`src/rtl/bti_arb2_if.sv`:
```
// rtl/bti_arb2_if.sv - request channel bundle shared by requesters and the downstream port
interface bti_arb2_if #(
    parameter int AW    = 32,
    parameter int DW    = 32,
    parameter int TID_W = 4,
    parameter int CMD_W = 2
);
    typedef struct packed {
        logic [TID_W-1:0]  tid;
        logic [CMD_W-1:0]  cmd;
        logic [AW-1:0]     addr;
        logic [DW-1:0]     data;
        logic [DW/8-1:0]   strobe;
    } pkt_t;

    logic vld;
    logic rdy;
    pkt_t pkt;

    modport mst (output vld, output pkt, input rdy);
    modport slv (input vld, input pkt, output rdy);
endinterface

```
`src/rtl/bti_arb2.sv`:
```
// rtl/bti_arb2.sv - two-requester round-robin arbiter with in-order response routing
module bti_arb2 #(
    parameter int BTI_AW   = 32,
    parameter int BTI_DW   = 32,
    parameter int OT_DEPTH = 4,
    parameter int TID_W    = 4,
    parameter int CMD_W    = 2,
    parameter int RSP_W    = BTI_DW + 2
) (
    input  logic              clk,
    input  logic              rst,
    bti_arb2_if.slv           m0_req,
    bti_arb2_if.slv           m1_req,
    bti_arb2_if.mst           s_req,
    input  logic              s_rsp_vld,
    output logic              s_rsp_rdy,
    input  logic [RSP_W-1:0]  s_rsp_pkt,
    output logic              m0_rsp_vld,
    input  logic              m0_rsp_rdy,
    output logic [RSP_W-1:0]  m0_rsp_pkt,
    output logic              m1_rsp_vld,
    input  logic              m1_rsp_rdy,
    output logic [RSP_W-1:0]  m1_rsp_pkt
);
    localparam int PKT_W = TID_W + CMD_W + BTI_AW + BTI_DW + BTI_DW / 8;
    localparam int PW    = $clog2(OT_DEPTH);
    localparam int CW    = PW + 1;

    typedef enum logic [1:0] {
        ARB_OPEN  = 2'd0,
        ARB_HOLD0 = 2'd1,
        ARB_HOLD1 = 2'd2
    } arb_state_t;

    arb_state_t        arb_state;
    arb_state_t        arb_nxt;
    logic              rr;
    logic              el0;
    logic              el1;
    logic              gnt_vld;
    logic              gnt_id;
    logic              req_hs;
    logic [PKT_W-1:0]  fwd_pkt;

    logic              mem [OT_DEPTH];
    logic [PW-1:0]     wptr;
    logic [PW-1:0]     rptr;
    logic [CW-1:0]     cnt;
    logic [CW-1:0]     cnt_nxt;
    logic              full_q;
    logic              empty_q;
    logic              push;
    logic              pop;
    logic              head_id;
    logic              rsp_live;

    // Hold states keep a stalled grant pinned; the lock only forms when
    // s_req is presented without rdy, so full_q cannot rise while held.
    always_comb begin
        arb_nxt = ARB_OPEN;
        gnt_vld = 1'b0;
        gnt_id  = 1'b0;
        el0     = m0_req.vld & ~full_q;
        el1     = m1_req.vld & ~full_q;
        case (arb_state)
            ARB_HOLD0: begin
                gnt_vld = m0_req.vld;
                gnt_id  = 1'b0;
            end
            ARB_HOLD1: begin
                gnt_vld = m1_req.vld;
                gnt_id  = 1'b1;
            end
            default: begin
                gnt_vld = el0 | el1;
                gnt_id  = (el0 & el1) ? rr : el1;
            end
        endcase
        if (rst) begin
            gnt_vld = 1'b0;
        end
        if (gnt_vld && !s_req.rdy) begin
            arb_nxt = gnt_id ? ARB_HOLD1 : ARB_HOLD0;
        end
    end

    always_ff @(posedge clk) begin
        if (rst) begin
            arb_state <= ARB_OPEN;
        end else begin
            arb_state <= arb_nxt;
        end
    end

    assign fwd_pkt    = gnt_id ? m1_req.pkt : m0_req.pkt;
    assign s_req.pkt  = fwd_pkt;
    assign s_req.vld  = gnt_vld;
    assign m0_req.rdy = gnt_vld & ~gnt_id & s_req.rdy;
    assign m1_req.rdy = gnt_vld &  gnt_id & s_req.rdy;
    assign req_hs     = gnt_vld & s_req.rdy;

    assign push     = req_hs;
    assign head_id  = mem[rptr];
    assign rsp_live = s_rsp_vld & ~empty_q & ~rst;

    assign s_rsp_rdy  = ~empty_q & ~rst & (head_id ? m1_rsp_rdy : m0_rsp_rdy);
    assign pop        = rsp_live & s_rsp_rdy;
    assign m0_rsp_vld = rsp_live & ~head_id;
    assign m1_rsp_vld = rsp_live &  head_id;
    assign m0_rsp_pkt = s_rsp_pkt;
    assign m1_rsp_pkt = s_rsp_pkt;

    always_comb begin
        cnt_nxt = cnt;
        case ({push, pop})
            2'b10:   cnt_nxt = cnt + CW'(1);
            2'b01:   cnt_nxt = cnt - CW'(1);
            default: cnt_nxt = cnt;
        endcase
    end

    always_ff @(posedge clk) begin
        if (rst) begin
            rr      <= 1'b0;
            wptr    <= '0;
            rptr    <= '0;
            cnt     <= '0;
            full_q  <= 1'b0;
            empty_q <= 1'b1;
        end else begin
            if (req_hs) begin
                rr <= ~gnt_id;
            end
            if (push) begin
                wptr <= wptr + PW'(1);
            end
            if (pop) begin
                rptr <= rptr + PW'(1);
            end
            cnt     <= cnt_nxt;
            full_q  <= (cnt_nxt == CW'(OT_DEPTH));
            empty_q <= (cnt_nxt == '0);
        end
    end

    always_ff @(posedge clk) begin
        if (push) begin
            mem[wptr] <= gnt_id;
        end
    end

    rsp_without_request: assert property (@(posedge clk) disable iff (rst) !(s_rsp_vld && empty_q));

endmodule

```
`src/flat_wrapper.sv`:
```
// flat-port wrapper written by rule: the top's interface ports become plain ports
module bti_arb2_flat 
#(
    parameter int BTI_AW   = 32,
    parameter int BTI_DW   = 32,
    parameter int OT_DEPTH = 4,
    parameter int TID_W    = 4,
    parameter int CMD_W    = 2,
    parameter int RSP_W    = BTI_DW + 2
)
  (clk, rst, s_rsp_vld, s_rsp_rdy, s_rsp_pkt, m0_rsp_vld, m0_rsp_rdy, m0_rsp_pkt, m1_rsp_vld, m1_rsp_rdy, m1_rsp_pkt, m0_req_vld, m0_req_pkt, m0_req_rdy, m1_req_vld, m1_req_pkt, m1_req_rdy, s_req_vld, s_req_pkt, s_req_rdy);
  bti_arb2_if #(.AW(32), .DW(32), .TID_W(TID_W), .CMD_W(CMD_W)) m0_req_i ();
  bti_arb2_if #(.AW(32), .DW(32), .TID_W(TID_W), .CMD_W(CMD_W)) m1_req_i ();
  bti_arb2_if #(.AW(32), .DW(32), .TID_W(TID_W), .CMD_W(CMD_W)) s_req_i ();
  input  logic clk;
  input  logic rst;
  input  logic s_rsp_vld;
  output logic s_rsp_rdy;
  input  logic [RSP_W-1:0] s_rsp_pkt;
  output logic m0_rsp_vld;
  input  logic m0_rsp_rdy;
  output logic [RSP_W-1:0] m0_rsp_pkt;
  output logic m1_rsp_vld;
  input  logic m1_rsp_rdy;
  output logic [RSP_W-1:0] m1_rsp_pkt;
  input wire logic [$bits(m0_req_i.vld)-1:0] m0_req_vld;
  input wire logic [$bits(m0_req_i.pkt)-1:0] m0_req_pkt;
  output wire logic [$bits(m0_req_i.rdy)-1:0] m0_req_rdy;
  input wire logic [$bits(m1_req_i.vld)-1:0] m1_req_vld;
  input wire logic [$bits(m1_req_i.pkt)-1:0] m1_req_pkt;
  output wire logic [$bits(m1_req_i.rdy)-1:0] m1_req_rdy;
  output wire logic [$bits(s_req_i.vld)-1:0] s_req_vld;
  output wire logic [$bits(s_req_i.pkt)-1:0] s_req_pkt;
  input wire logic [$bits(s_req_i.rdy)-1:0] s_req_rdy;
  assign m0_req_i.vld = m0_req_vld;
  assign m0_req_i.pkt = m0_req_pkt;
  assign m0_req_rdy = m0_req_i.rdy;
  assign m1_req_i.vld = m1_req_vld;
  assign m1_req_i.pkt = m1_req_pkt;
  assign m1_req_rdy = m1_req_i.rdy;
  assign s_req_vld = s_req_i.vld;
  assign s_req_pkt = s_req_i.pkt;
  assign s_req_i.rdy = s_req_rdy;
  bti_arb2 #(.BTI_AW(BTI_AW), .BTI_DW(BTI_DW), .OT_DEPTH(OT_DEPTH), .TID_W(TID_W), .CMD_W(CMD_W), .RSP_W(RSP_W)) u_core (.clk(clk), .rst(rst), .m0_req(m0_req_i), .m1_req(m1_req_i), .s_req(s_req_i), .s_rsp_vld(s_rsp_vld), .s_rsp_rdy(s_rsp_rdy), .s_rsp_pkt(s_rsp_pkt), .m0_rsp_vld(m0_rsp_vld), .m0_rsp_rdy(m0_rsp_rdy), .m0_rsp_pkt(m0_rsp_pkt), .m1_rsp_vld(m1_rsp_vld), .m1_rsp_rdy(m1_rsp_rdy), .m1_rsp_pkt(m1_rsp_pkt));
endmodule
```
`config.mk`:
```
export PLATFORM = sky130hd
export DESIGN_NAME = bti_arb2_flat
export DESIGN_NICKNAME = d
export VERILOG_FILES = /design/src/rtl/bti_arb2_if.sv /design/src/rtl/bti_arb2.sv /design/src/flat_wrapper.sv
export SDC_FILE = /design/constraint.sdc
export NUM_CORES = 1
export LEC_CHECK = 0
export BUFFER_PORTS_ARGS = -buffer_cell sky130_fd_sc_hd__buf_2
export CORE_AREA = 2 2 133 135
export CTS_CLUSTER_SIZE = 30
export DETAILED_ROUTE_END_ITERATION = 10
export DIE_AREA = 0 0 135 137
export SLEW_MARGIN = 20
export SYNTH_ARGS = -nofsm -noshare
export SYNTH_HDL_FRONTEND = slang
export SYNTH_SLANG_ARGS = --single-unit
```
`constraint.sdc`:
```
create_clock -name clk -period 5.55 [get_ports clk]
set_input_delay 0.2775 -clock clk [delete_from_list [all_inputs] [get_ports clk]]
set_output_delay 0.2775 -clock clk [all_outputs]
set_load 0.03 [all_outputs]
```
# --- Word-level counts from Yosys, hierarchy flattened ---
# Memory sizes are Yosys's and may differ from the RTL's. A register that Yosys moved wholly into a read port is not among the register bits.
# Cells that the tools add are included.
word_totals:
  ff_bits: 12
  mem_bits_rw: 4
  in_bits: 190
  out_inout_bits: 148
  elab_cells: 55
  memories: 1
classes:
  add_sub_neg: 4
  eq_ne: 5
  n_mux: 12
  bitwise: 22
  reduce_logical: 4
mem_list:
  columns: ["name", "words", "width", "read_ports", "rd_clocked_by_memory_dff", "write_ports", "line_no", "source"]
  rows:
  - ["u_core.mem", 4, 1, 1, 1, 1, "bti_arb2.sv:45", "logic mem [OT_DEPTH];"]
op_table:
  columns: ["cell", "count"]
  rows:
  - ["$mux W74", 1]
  - ["$and A1 B1 Y1", 15]
  - ["$mux W2", 3]
  - ["$not A1 Y1", 6]
  - ["$pmux W3 S2", 1]
  - ["$mux W1", 5]
  - ["$add A2 B1 Y2 const B", 2]
  - ["$eq A2 B1 Y1 const B", 2]
  - ["$eq A2 B2 Y1 const B", 2]
  - ["$pmux W1 S2", 2]
  - ["$add A3 B1 Y3 const B", 1]
  - ["$eq A3 B3 Y1 const B", 1]
  - ["$logic_not A3 Y1", 1]
  - ["$sub A3 B1 Y3 const B", 1]
  - ["$reduce_or A2 Y1", 1]
  - ["$logic_and A1 B1 Y1", 1]
  - ["$logic_not A1 Y1", 1]
  - ["$or A1 B1 Y1", 1]

# --- Depth between registers and ports, before layout ---
# Gate-level depths: netlist of run 1.
depth:
  word_depth: 9
  depth_mapped: 13
  depth_no_buf: 13

# --- Worst setup path before layout of run 1 ---
# No wires, ideal clock.
synth_timing:
  path_type: "flip-flop to flip-flop"
  startpoint: "register u_core.arb_state[0]"
  endpoint: "register u_core.empty_q"
  setup_ns: 0.121
  arrival_time_ns: 3.015
  required_ns: 5.429
  path_slack_ns: 2.414
  stages_incl_launch_ff: 14
  path_buffers: 0
  synth_period_minus_slack_ns: 3.136
  cell_sequence: "dfxtp_1 inv_1 ha_1 nor2b_1 o21ai_0 a21oi_1 nand2_1 ha_1 fa_1 xnor2_1 nor2_1 xnor2_1 nor2_1 a21oi_1"
synth_via:
  elab_chain_len: 7
  elab_cells_between_ends: 9
  cone_classes: "eq/ne: 4; mux: 3; bitwise: 1; reduce/logical: 1"
synth_lines:
  columns: ["element", "line_no", "source"]
  rows:
  - ["start, declared", "bti_arb2.sv:35", "arb_state_t arb_state;"]
  - ["start signal, assigned", "bti_arb2.sv:91", "arb_state <= arb_nxt;"]
  - ["$eq A2 B2 Y1 / $eq A2 B1 Y1 (equally long branches)", "bti_arb2.sv:65", "case (arb_state)"]
  - ["$pmux W1 S2 (*)", "bti_arb2.sv:65", null]
  - ["$mux W1 (*)", "bti_arb2.sv:79", "if (rst) begin"]
  - ["via s_req_vld", "flat_wrapper.sv:32", "output wire logic [$bits(s_req_i.vld)-1:0] s_req_vld;"]
  - ["$and A1 B1 Y1 (*)", "bti_arb2.sv:100", "assign req_hs = gnt_vld & s_req.rdy;"]
  - ["$eq A2 B1 Y1 / $eq A2 B2 Y1 (equally long branches)", "bti_arb2.sv:115", "case ({push, pop})"]
  - ["$pmux W3 S2 (*)", "bti_arb2.sv:115", null]
  - ["$logic_not A3 Y1 (*)", "bti_arb2.sv:142", "empty_q <= (cnt_nxt == '0);"]
  - ["end signal, assigned", "bti_arb2.sv:142", null]
  - ["end, declared", "bti_arb2.sv:51", "logic empty_q;"]
# Mark *: on every way through the listed nets, which the timed path passes. The rest lies on a longest branch.
# A chain may end at the register's enable or synchronous reset.

# --- Final worst setup path of run 1 ---
layout_timing:
  startpoint: "register u_core.arb_state[0]"
  endpoint: "register u_core.empty_q"
layout_via:
  elab_chain_len: 7
  elab_cells_between_ends: 9
  cone_classes: "eq/ne: 4; mux: 3; bitwise: 1; reduce/logical: 1"
layout_lines:
  columns: ["element", "line_no"]
  rows:
  - ["$eq A2 B2 Y1 / $eq A2 B1 Y1 (equally long branches)", "bti_arb2.sv:65"]
  - ["$pmux W1 S2 (*)", "bti_arb2.sv:65"]
  - ["$mux W1 (*)", "bti_arb2.sv:79"]
  - ["$and A1 B1 Y1 (*)", "bti_arb2.sv:100"]
  - ["$eq A2 B1 Y1 / $eq A2 B2 Y1 (equally long branches)", "bti_arb2.sv:115"]
  - ["$pmux W3 S2 (*)", "bti_arb2.sv:115"]
  - ["$logic_not A3 Y1 (*)", "bti_arb2.sv:142"]
# Mark *: on every way between the ends. The rest lies on a longest branch, timed or not.

==> flow_summary.yaml, run 1 <==
placement:
  dp_hpwl_mm: 6.58
  port_buffers: 235
  gp_congestion: 0.734
critical_path:
  rrSetupSlack_ps: 2580
  path_class: "register to register"
  cp-end-kind: "register"
  r2r_end: "u_core.empty_q$_SDFF_PP1_"
  cp_max_fo: 8
  r2r_cells: 13
  worstSetupStartpointType: "register"
  slowest_stage: "a21oi_1"
  critical_path_required_ps: 5690
  worstPathCellList: "inv_1 > ha_1 > nor2b_1 > o21ai_0 > a21oi_1 > nand2_1 > ha_1 > fa_1 > xnor2_1 > nor2_1 > xnor2_1 > nor2_1 > a21oi_1"
  slowest_delay_ps: 410
  crit_arrival_ps: 3110
  rr_startpoint: "u_core.arb_state[0]$_SDFF_PP0_"
synth:
  synth_cells: 234
  synth-edff-count: 4
  syn_area_mm2: 0.00227
  synth.ff_latch_count: 18
  avgSynthCellArea_um2: 9.69
  synth_warnings: 0
  synth.distinct_cells: 29
  synth-seq-area-share: 0.177
  syn_nets: 432
  synth_ff_type: "dfxtp_1"
  async_flop_share: 0
detailed_routing:
  first_pass_iters: 3
  avgViaCountPerCell: 3.53
  drtIter0Drc: 100
  wl_mm: 7.65
  drc: 0
  wl_per_cell_um: 12.3
  vias: 2203
  drtAntennaViolNets: 0
worst_hold_path:
  hold_path.class: "input pin to register"
  min_to: "u_core.arb_state[1]$_SDFF_PP0_"
  worstHoldPathCells: 2
  hold_start: "s_req_rdy"
power:
  ir_worst_vdd_mv: 0.0873
  power_density_mw_per_mm2: 201
  power.total_uw: 664
  leakagePower_nw: 1.66
sta:
  whs_ps: 279
  drv_slew: 0
  clock.fmax_ghz: 0.337
  relSlewSlack: 0.616
  rsz0062_at_grt: "no"
  fin_skew_ps: 3.25
  setup_tns_ps: 0
  final.period_utilization: 0.535
  tightest_slew_ps: 577
  finalHoldViolations: 0
  finalCriticalPeriod_ps: 2970
  setup_viol: 0
cts:
  clock_path_buffers: 2
  cts.clk_slew.worst_paths_ps: 50
  numCtsBuffers: 3
  htreeDepth: 1
  cts_resized: 0
  cts_setup_buffers: 0
  clock_latency_ps: 250
  cts_sinks: 18
  cts_tree: "built"
  cts_root_buffer: "clkbuf_16"
  hold_buffers: 0
global_routing:
  grt_pass1_vias: 1961
  grt.total_usage: 0.0688
  grt_max_degree: 44
  grt_antenna_before_repair: 3
  grt_pass1_wl_mm: 9.81
  overflow: 0
finish:
  nNetsFinal: 597
  drive_gt1_frac: 0.807
  area_growth_pct: 45.6
  fin_util: 0.194
floorplanning:
  initial_core_util: 0.133
  dieArea_mm2: 0.0185
  core_mm2: 0.0171
  rows: 48
  die_h_um: 137
  die_w_um: 135
  io_pins: 338
run_status:
  status: "finished, final reports clean"
job:
  cap_violations: 0
## how the worst max path moves through the flow
stage | slack, ps | startpoint | endpoint | depth (start not counted)
global placement | 2490 | u_core.arb_state[0]$_SDFF_PP0_ | s_req_pkt[24] | 7
CTS | 2570 | u_core.arb_state[0]$_SDFF_PP0_ | u_core.empty_q$_SDFF_PP1_ | 13
floorplan | 2410 | u_core.arb_state[0]$_SDFF_PP0_ | u_core.empty_q$_SDFF_PP1_ | 13
detailed placement | 2630 | u_core.arb_state[0]$_SDFF_PP0_ | u_core.empty_q$_SDFF_PP1_ | 13
finish | 2580 | u_core.arb_state[0]$_SDFF_PP0_ | u_core.empty_q$_SDFF_PP1_ | 13
global route | 2250 | u_core.arb_state[0]$_SDFF_PP0_ | u_core.empty_q$_SDFF_PP1_ | 13
## cells in the final DEF (no fill, tap or decap), drive strengths merged, types with 2 or more instances in the layout
master / Yosys / routed
nor2: 16 / 16
nand2: 2 / 2
inv: 6 / 6
a21oi: 3 / 3
nor3: 2 / 2
mux2i: 4 / 4
buf: 76 / 237
nor3b: 4 / 4
o21ai: 2 / 2
mux2: 74 / 74
xnor2: 5 / 5
dfxtp: 14 / 14
nor2b: 2 / 2
edfxtp: 4 / 4
ha: 7 / 7
clkbuf: 1 / 4
and3: 5 / 5
## final cells by class
type | count | area (um^2)
fill | 1872 | 13800
multi-input combinational | 133 | 1280
timing repair buffer | 237 | 1220
sequential | 18 | 400
tap | 225 | 282
clock buffer | 4 | 88.8
inverter | 6 | 22.5
antenna | 1 | 2.50
## layer usage
metal  part of all wire  GRT usage
met1               0.37     0.0762
met2               0.47      0.118
met3               0.12     0.0270
met4              0.031     0.0289
met5             0.0030          0
## worst max-delay path: cells and delay by family, from the launching register on
kind,cells,cell delay [ps]
adders and majority gates,3,950
buffers and inverters,1,50
xor gates and xnor gates,2,290
AOI/OAI and AO/OA,3,640
DFF,1,320
and+or+nand+nor,4,620
## power breakdown
part | total (mW) | switching (mW) | internal [mW]
combinational | 0.358 | 0.207 | 0.150
sequential | 0.145 | 0.00467 | 0.141
clock | 0.161 | 0.0510 | 0.110
## logic make-up after synthesis
group           Yosys count  synth area share
buf+inv                  83             0.258
fa+ha+maj                 8            0.0475
xor+xnor                  6            0.0232
simple gates             33            0.0745
flops                    18             0.177
compound gates            7            0.0237
mux                      79             0.397
## cells in the mapped netlist, types with 2 or more instances
cell type  count  area share
inv_1          5      0.0083
mux2_2        74        0.37
a21oi_1        3      0.0066
ha_1           7       0.039
buf_2          5       0.011
dfxtp_1       14        0.12
nor2_1        15       0.025
mux2i_1        3       0.013
edfxtp_1       4       0.053
buf_4         71        0.24
xnor2_1        5       0.019
nor2b_1        2      0.0055
and3_1         4       0.011
o21ai_0        2      0.0044
nor3b_1        4       0.013
nand2_1        2      0.0033
nor3_1         2      0.0044
## through the flow
step                instance area (um^2)  setup slack, ps  std cells
finish                              3300             2580        624
detailed placement                  3210             2630        619
CTS                                 3300             2570        623
global placement                    3180             2490        618
floorplan                           2270             2410        234
global route                        3300             2250        624
No activity file was read; power rests on OpenSTA's default activity.
==> run 2: changes to the inputs <==
==> constraint.sdc (replaced) <==
create_clock -name clk -period 3 [get_ports clk]
set_input_delay 0.15 -clock clk [delete_from_list [all_inputs] [get_ports clk]]
set_output_delay 0.15 -clock clk [all_outputs]
set_load 0.03 [all_outputs]
==> run 2 against run 1 <==
Clock power up 80%. Clock skew down 2.1 ps. Flip-flop and latch count unchanged. Largest cell class unchanged. Critical endpoint unchanged. Largest power group unchanged.
==> flow_summary.yaml, run 2 (same netlist as run 1, synthesis figures left out) <==
run_status:
  status: "finished, final reports clean"
global_routing:
  overflow: 0
  grt_antenna_before_repair: 1
  grt_use_met2: 0.140
  grt_pass1_vias: 2050
  grt.total_usage: 0.0849
  grt_pass1_wl_mm: 11.8
  use_met1: 0.0984
  grt_max_degree: 57
  busiest_layer: "met2"
  grt_use_met3: 0.0470
power:
  power.total_mw: 1.24
  power_density_mw_per_mm2: 375
  seqPwrFrac: 0.217
  switching_power_uw: 499
  cellInternalPower_uw: 738
  swShare: 0.403
  clockPowerShare: 0.234
  combPwrFrac: 0.548
  leakagePower_nw: 1.65
  ir_worst_vdd_mv: 0.196
sta:
  final.period_utilization: 0.894
  fin_skew_ps: 1.10
  setup_viol: 0
  rsz0062_at_grt: "no"
  clock.fmax_ghz: 0.373
  setup_tns_ps: 0
  relSlewSlack: 0.730
  tightest_slew_ps: 404
  drv_slew: 0
  finalHoldViolations: 0
  finalCriticalPeriod_ps: 2680
critical_path:
  crit_arrival_ps: 2860
  rr_startpoint: "u_core.arb_state[0]$_SDFF_PP0_"
  cp_max_fo: 3
  critical_path_required_ps: 3180
  crit_path_end: "u_core.empty_q$_SDFF_PP1_"
  path_class: "register to register"
  rrSetupSlack_ps: 320
  cp-end-kind: "register"
  r2r_cells: 13
  r2r_end: "u_core.empty_q$_SDFF_PP1_"
  worstSetupStartpointType: "register"
  setup.worst_path.start: "u_core.arb_state[0]$_SDFF_PP0_"
cts:
  cts_setup_buffers: 0
  hold_buffers: 0
  cts_resized: 0
  cts.clk_slew.worst_paths_ps: 50
  cts_tree: "built"
  clock_latency_ps: 240
  numCtsBuffers: 3
  clock_path_buffers: 2
  htreeDepth: 1
  cts_sinks: 18
  cts_root_buffer: "clkbuf_16"
job:
  cap_violations: 0
detailed_routing:
  drc: 0
  first_pass_iters: 4
  wl_per_cell_um: 15.2
  vias: 2256
  avgViaCountPerCell: 3.61
  drtAntennaViolNets: 0
  drtIter0Drc: 52
  wl_mm: 9.53
floorplanning:
  die_h_um: 137
  rows: 48
  io_pins: 338
  dieArea_mm2: 0.0185
  die_w_um: 135
  core_mm2: 0.0171
  initial_core_util: 0.133
worst_hold_path:
  hold_start: "s_req_rdy"
  hold_path.class: "input pin to register"
placement:
  port_buffers: 235
  gp_congestion: 0.711
  dp_hpwl_mm: 8.55
finish:
  nNetsFinal: 598
  layout_common_cells: "buf_2 (235), mux2_2 (74), nor2_1 (15), dfxtp_1 (14), ha_1 (7)"
  area_growth_pct: 45.3
  drive_gt1_frac: 0.810
  num-fill-cells: 1923
  multi_input_area_mm2: 0.00129
  final_common_cell: "buf_2"
  seq_area_um2: 400
## run 2: changes by cell type in the layout (fill, tap and decap cells not counted)
cell	before	now
buf_16	1	0
buf_4	0	2
a21oi_1	3	2
a21oi_2	0	1
## run 2: how the worst min path moves through the flow
stage,slack [ps],to,cells after the start
floorplan,230,u_core.arb_state[0]$_SDFF_PP0_,1
global placement,300,m0_rsp_pkt[28],0
detailed placement,300,m0_rsp_pkt[28],0
CTS,170,u_core.arb_state[1]$_SDFF_PP0_,2
global route,180,u_core.arb_state[1]$_SDFF_PP0_,2
finish,170,u_core.arb_state[1]$_SDFF_PP0_,2
## run 2: through the flow
stage	util	hold WS, ps	setup WS [ps]	cells	instance area [um^2]
CTS	0.193	175	264	624	3290
finish	0.193	174	317	625	3290
floorplan	-	226	138	234	2270
global route	0.193	181	95.5	625	3290
global placement	0.188	300	389	620	3200
detailed placement	0.188	300	301	620	3200
## run 2: final cells by class
class | count | area share
repair buffers | 238 | 0.368
diodes | 1 | 0.000760
inverters | 6 | 0.00684
well taps | 225 | 0.0855
flip-flops and latches | 18 | 0.122
multi-input cells | 133 | 0.391
clock buffers | 4 | 0.0270
## run 2: power by group through the flow
stage	Clock (mW)	Combinational, mW	Sequential (mW)
floorplan	0	0.609	0.272
global placement	0	0.681	0.274
detailed placement	0	0.683	0.274
CTS	0.294	0.687	0.269
global route	0.306	0.725	0.270
finish	0.290	0.678	0.269
## run 2: critical path, stage by stage (launching register included)
cell	delay [ps]
dfxtp_1	320
inv_1	50
ha_1	310
nor2b_1	230
o21ai_0	180
a21oi_2	180
nand2_1	100
ha_1	230
fa_1	390
xnor2_1	180
nor2_1	70
xnor2_1	180
nor2_1	70
a21oi_1	120
## run 2: layer usage
layer | wire [um] | vias to the layer above
li1 | - | 1068
met1 | 3420 | 991
met2 | 4540 | 195
met3 | 1480 | 2
met4 | 87 | 0
met5 | 0 | -
==> run 3: changes to the inputs <==
--- a/config.mk
+++ b/config.mk
@@ -5,11 +5,12 @@
 export SDC_FILE = /design/constraint.sdc
 export NUM_CORES = 1
 export LEC_CHECK = 0
+export ABC_AREA = 1
 export BUFFER_PORTS_ARGS = -buffer_cell sky130_fd_sc_hd__buf_2
-export CORE_AREA = 2 2 133 135
+export CORE_AREA = 2 2 132 134
 export CTS_CLUSTER_SIZE = 30
 export DETAILED_ROUTE_END_ITERATION = 10
-export DIE_AREA = 0 0 135 137
+export DIE_AREA = 0 0 134 136
 export SLEW_MARGIN = 20
 export SYNTH_ARGS = -nofsm -noshare
 export SYNTH_HDL_FRONTEND = slang
==> run 3 against run 2 <==
Combinational power increased by 3%. Clock skew increased by 1.2 ps. Cell area increased by 2.1%. Die area decreased by 1.5%. Core utilization increased by 0.62 points. Critical endpoint unchanged. Largest cell class unchanged. Largest power group unchanged.
==> flow_summary.yaml, run 3 <==
synth:
  ys_top_cells_by_area: "nand2_1 (40%), buf_4 (22%), dfxtp_1 (12%)"
  synth-seq-area-share: 0.170
  synth.ff_latch_count: 18
  synth.largest_area_cell: "nand2_1"
  async_flop_share: 0
  synth.top_cell.area_share: 0.397
  synth_most_common_cell: "nand2_1"
  syn_nets: 629
  synth_common_cells: "nand2_1 (249), buf_4 (69), nor2_1 (22)"
  synth_ff_type: "dfxtp_1"
  synth.distinct_cells: 23
  syn_area_mm2: 0.00235
  synth_warnings: 0
  avgSynthCellArea_um2: 5.46
  synth-edff-count: 4
  synth_cells: 431
power:
  clockPowerShare: 0.234
  swShare: 0.454
  switching_power_uw: 569
  combPwrFrac: 0.557
  leakagePower_nw: 2.10
  seqPwrFrac: 0.209
  cellInternalPower_uw: 684
  ir_worst_vdd_mv: 0.171
  power_density_mw_per_mm2: 372
sta:
  setup_tns_ps: 0
  setup_ws_ps: 333
  tightest_slew_ps: 867
  clock.fmax_ghz: 0.375
  drv_slew: 0
  finalHoldViolations: 0
  fin_skew_ps: 2.30
  setup_viol: 0
  rsz0062_at_grt: "no"
  relSlewSlack: 0.420
  finalCriticalPeriod_ps: 2670
  final.period_utilization: 0.889
critical_path:
  critical_path_required_ps: 3190
  cp_max_fo: 10
  r2r_end: "u_core.empty_q$_SDFF_PP1_"
  rrSetupSlack_ps: 330
  r2r_cells: 14
  path_class: "register to register"
  cp-end-kind: "register"
  crit_arrival_ps: 2850
  worstSetupStartpointType: "register"
  rr_startpoint: "u_core.arb_state[0]$_SDFF_PP0_"
detailed_routing:
  wl_per_cell_um: 10.5
  drc: 0
  wl_mm: 8.52
  first_pass_iters: 4
  avgViaCountPerCell: 3.58
  drtIter0Drc: 97
  drtAntennaViolNets: 0
  vias: 2916
finish:
  layout_common_cells: "nand2_1 (249), buf_2 (235), nor2_1 (22), inv_1 (21), dfxtp_1 (14)"
  nNetsFinal: 788
  final_common_cell: "nand2_1"
  area_growth_pct: 43.0
  antenna_cells: 0
  drive_gt1_frac: 0.423
global_routing:
  grt_pass1_wl_mm: 12.2
  grt_antenna_before_repair: 0
  grt.total_usage: 0.0835
  grt_pass1_vias: 2461
  grt_max_degree: 55
  overflow: 0
floorplanning:
  die_w_um: 134
  die_h_um: 136
  io_pins: 338
  dieArea_mm2: 0.0182
  rows: 48
  core_mm2: 0.0169
  initial_core_util: 0.139
placement:
  port_buffers: 235
  dp_hpwl_mm: 7.24
  dpl_worst_slack_ps: 324
  gp_congestion: 0.794
worst_hold_path:
  min_to: "u_core.wptr[1]$_SDFFE_PP0P_"
  hold_start: "rst"
  worstHoldPathCells: 2
  hold_path.class: "input pin to register"
job:
  cap_violations: 0
cts:
  hold_buffers: 0
  cts_tree: "built"
  clock_latency_ps: 250
  cts.clk_slew.worst_paths_ps: 50
  htreeDepth: 1
  numCtsBuffers: 3
  cts_sinks: 18
  clock_path_buffers: 2
  cts_root_buffer: "clkbuf_16"
run_status:
  status: "finished, final reports clean"
[run 3: changes by cell type after synthesis, sizes merged, moves of 8 or more]
cell	delta
nand2	+248
nand3	+9
inv	+16
mux2	-74
nor2	+8
[run 3: per-stage QoR]
step | util | std cells | area, um^2 | power (mW) | hold slack [ps]
3_5_place_dp | 0.193 | 809 | 3260 | 0.968 | 300
5_1_grt | 0.199 | 814 | 3360 | 1.34 | 226
2_1_floorplan | - | 431 | 2350 | 0.876 | 317
3_3_place_gp | 0.193 | 809 | 3260 | 0.964 | 300
6_report | 0.199 | 814 | 3360 | 1.25 | 209
4_1_cts | 0.199 | 813 | 3350 | 1.27 | 205
[run 3: timing repair]
item | in CTS | in global routing
setup buffers | 0 | 1
gates resized for setup | 0 | 1
endpoints found under the setup margin | 0 | 1
[run 3: logic make-up after synthesis]
| logic type | count (synthesis) | synth area share |
|---|---|---|
| simple gates | 286 | 0.467 |
| buf+inv | 107 | 0.286 |
| flops | 18 | 0.170 |
| compound gates | 10 | 0.0229 |
| fa+ha+maj | 8 | 0.0457 |
| xor+xnor | 1 | 0.00372 |
| mux | 1 | 0.00426 |
[run 3: how the worst max path moves through the flow]
stage / slack [ps] / startpoint / endpoint / depth (start not counted)
floorplan: 250 / u_core.arb_state[0]$_SDFF_PP0_ / u_core.empty_q$_SDFF_PP1_ / 14
global placement: 390 / u_core.arb_state[0]$_SDFF_PP0_ / u_core.empty_q$_SDFF_PP1_ / 14
detailed placement: 320 / u_core.arb_state[0]$_SDFF_PP0_ / u_core.empty_q$_SDFF_PP1_ / 14
CTS: 310 / u_core.arb_state[0]$_SDFF_PP0_ / u_core.empty_q$_SDFF_PP1_ / 14
global route: 10 / u_core.arb_state[0]$_SDFF_PP0_ / u_core.empty_q$_SDFF_PP1_ / 14
finish: 330 / u_core.arb_state[0]$_SDFF_PP0_ / u_core.empty_q$_SDFF_PP1_ / 14
[run 3: area by class of cell]
| class | instances | area (um^2) |
|---|---|---|
| fill | 1946 | 13500 |
| multi-input combinational | 306 | 1290 |
| timing repair buffer | 239 | 1220 |
| sequential | 18 | 400 |
| tap | 225 | 282 |
| clock buffer | 4 | 88.8 |
| inverter | 22 | 82.6 |
[run 3: routing by layer]
| layer | part of all wire | vias to the layer above | GRT usage |
|---|---|---|---|
| met3 | 0.11 | 10 | 0.0339 |
| met5 | 0 | - | 0 |
| met1 | 0.42 | 1206 | 0.110 |
| met4 | 0.0085 | 0 | 0.0165 |
| met2 | 0.46 | 169 | 0.128 |
| li1 | - | 1531 | - |
[run 3: power groups by stage]
stage	registers (mW)	clock network [mW]	logic, mW
floorplan	0.266	0	0.610
global placement	0.267	0	0.697
detailed placement	0.267	0	0.700
CTS	0.262	0.301	0.702
global route	0.263	0.315	0.763
finish	0.262	0.293	0.697
[run 3: worst max-delay path, stage by stage (launching register included)]
cell	delay [ps]
dfxtp_1	330
inv_1	50
ha_1	350
nand2_1	90
o21ai_0	90
nor2_2	240
nand2_4	130
ha_1	240
fa_1	390
o21ai_0	170
inv_1	60
or2_2	260
nand2_1	80
nor2_1	50
nor2_1	80
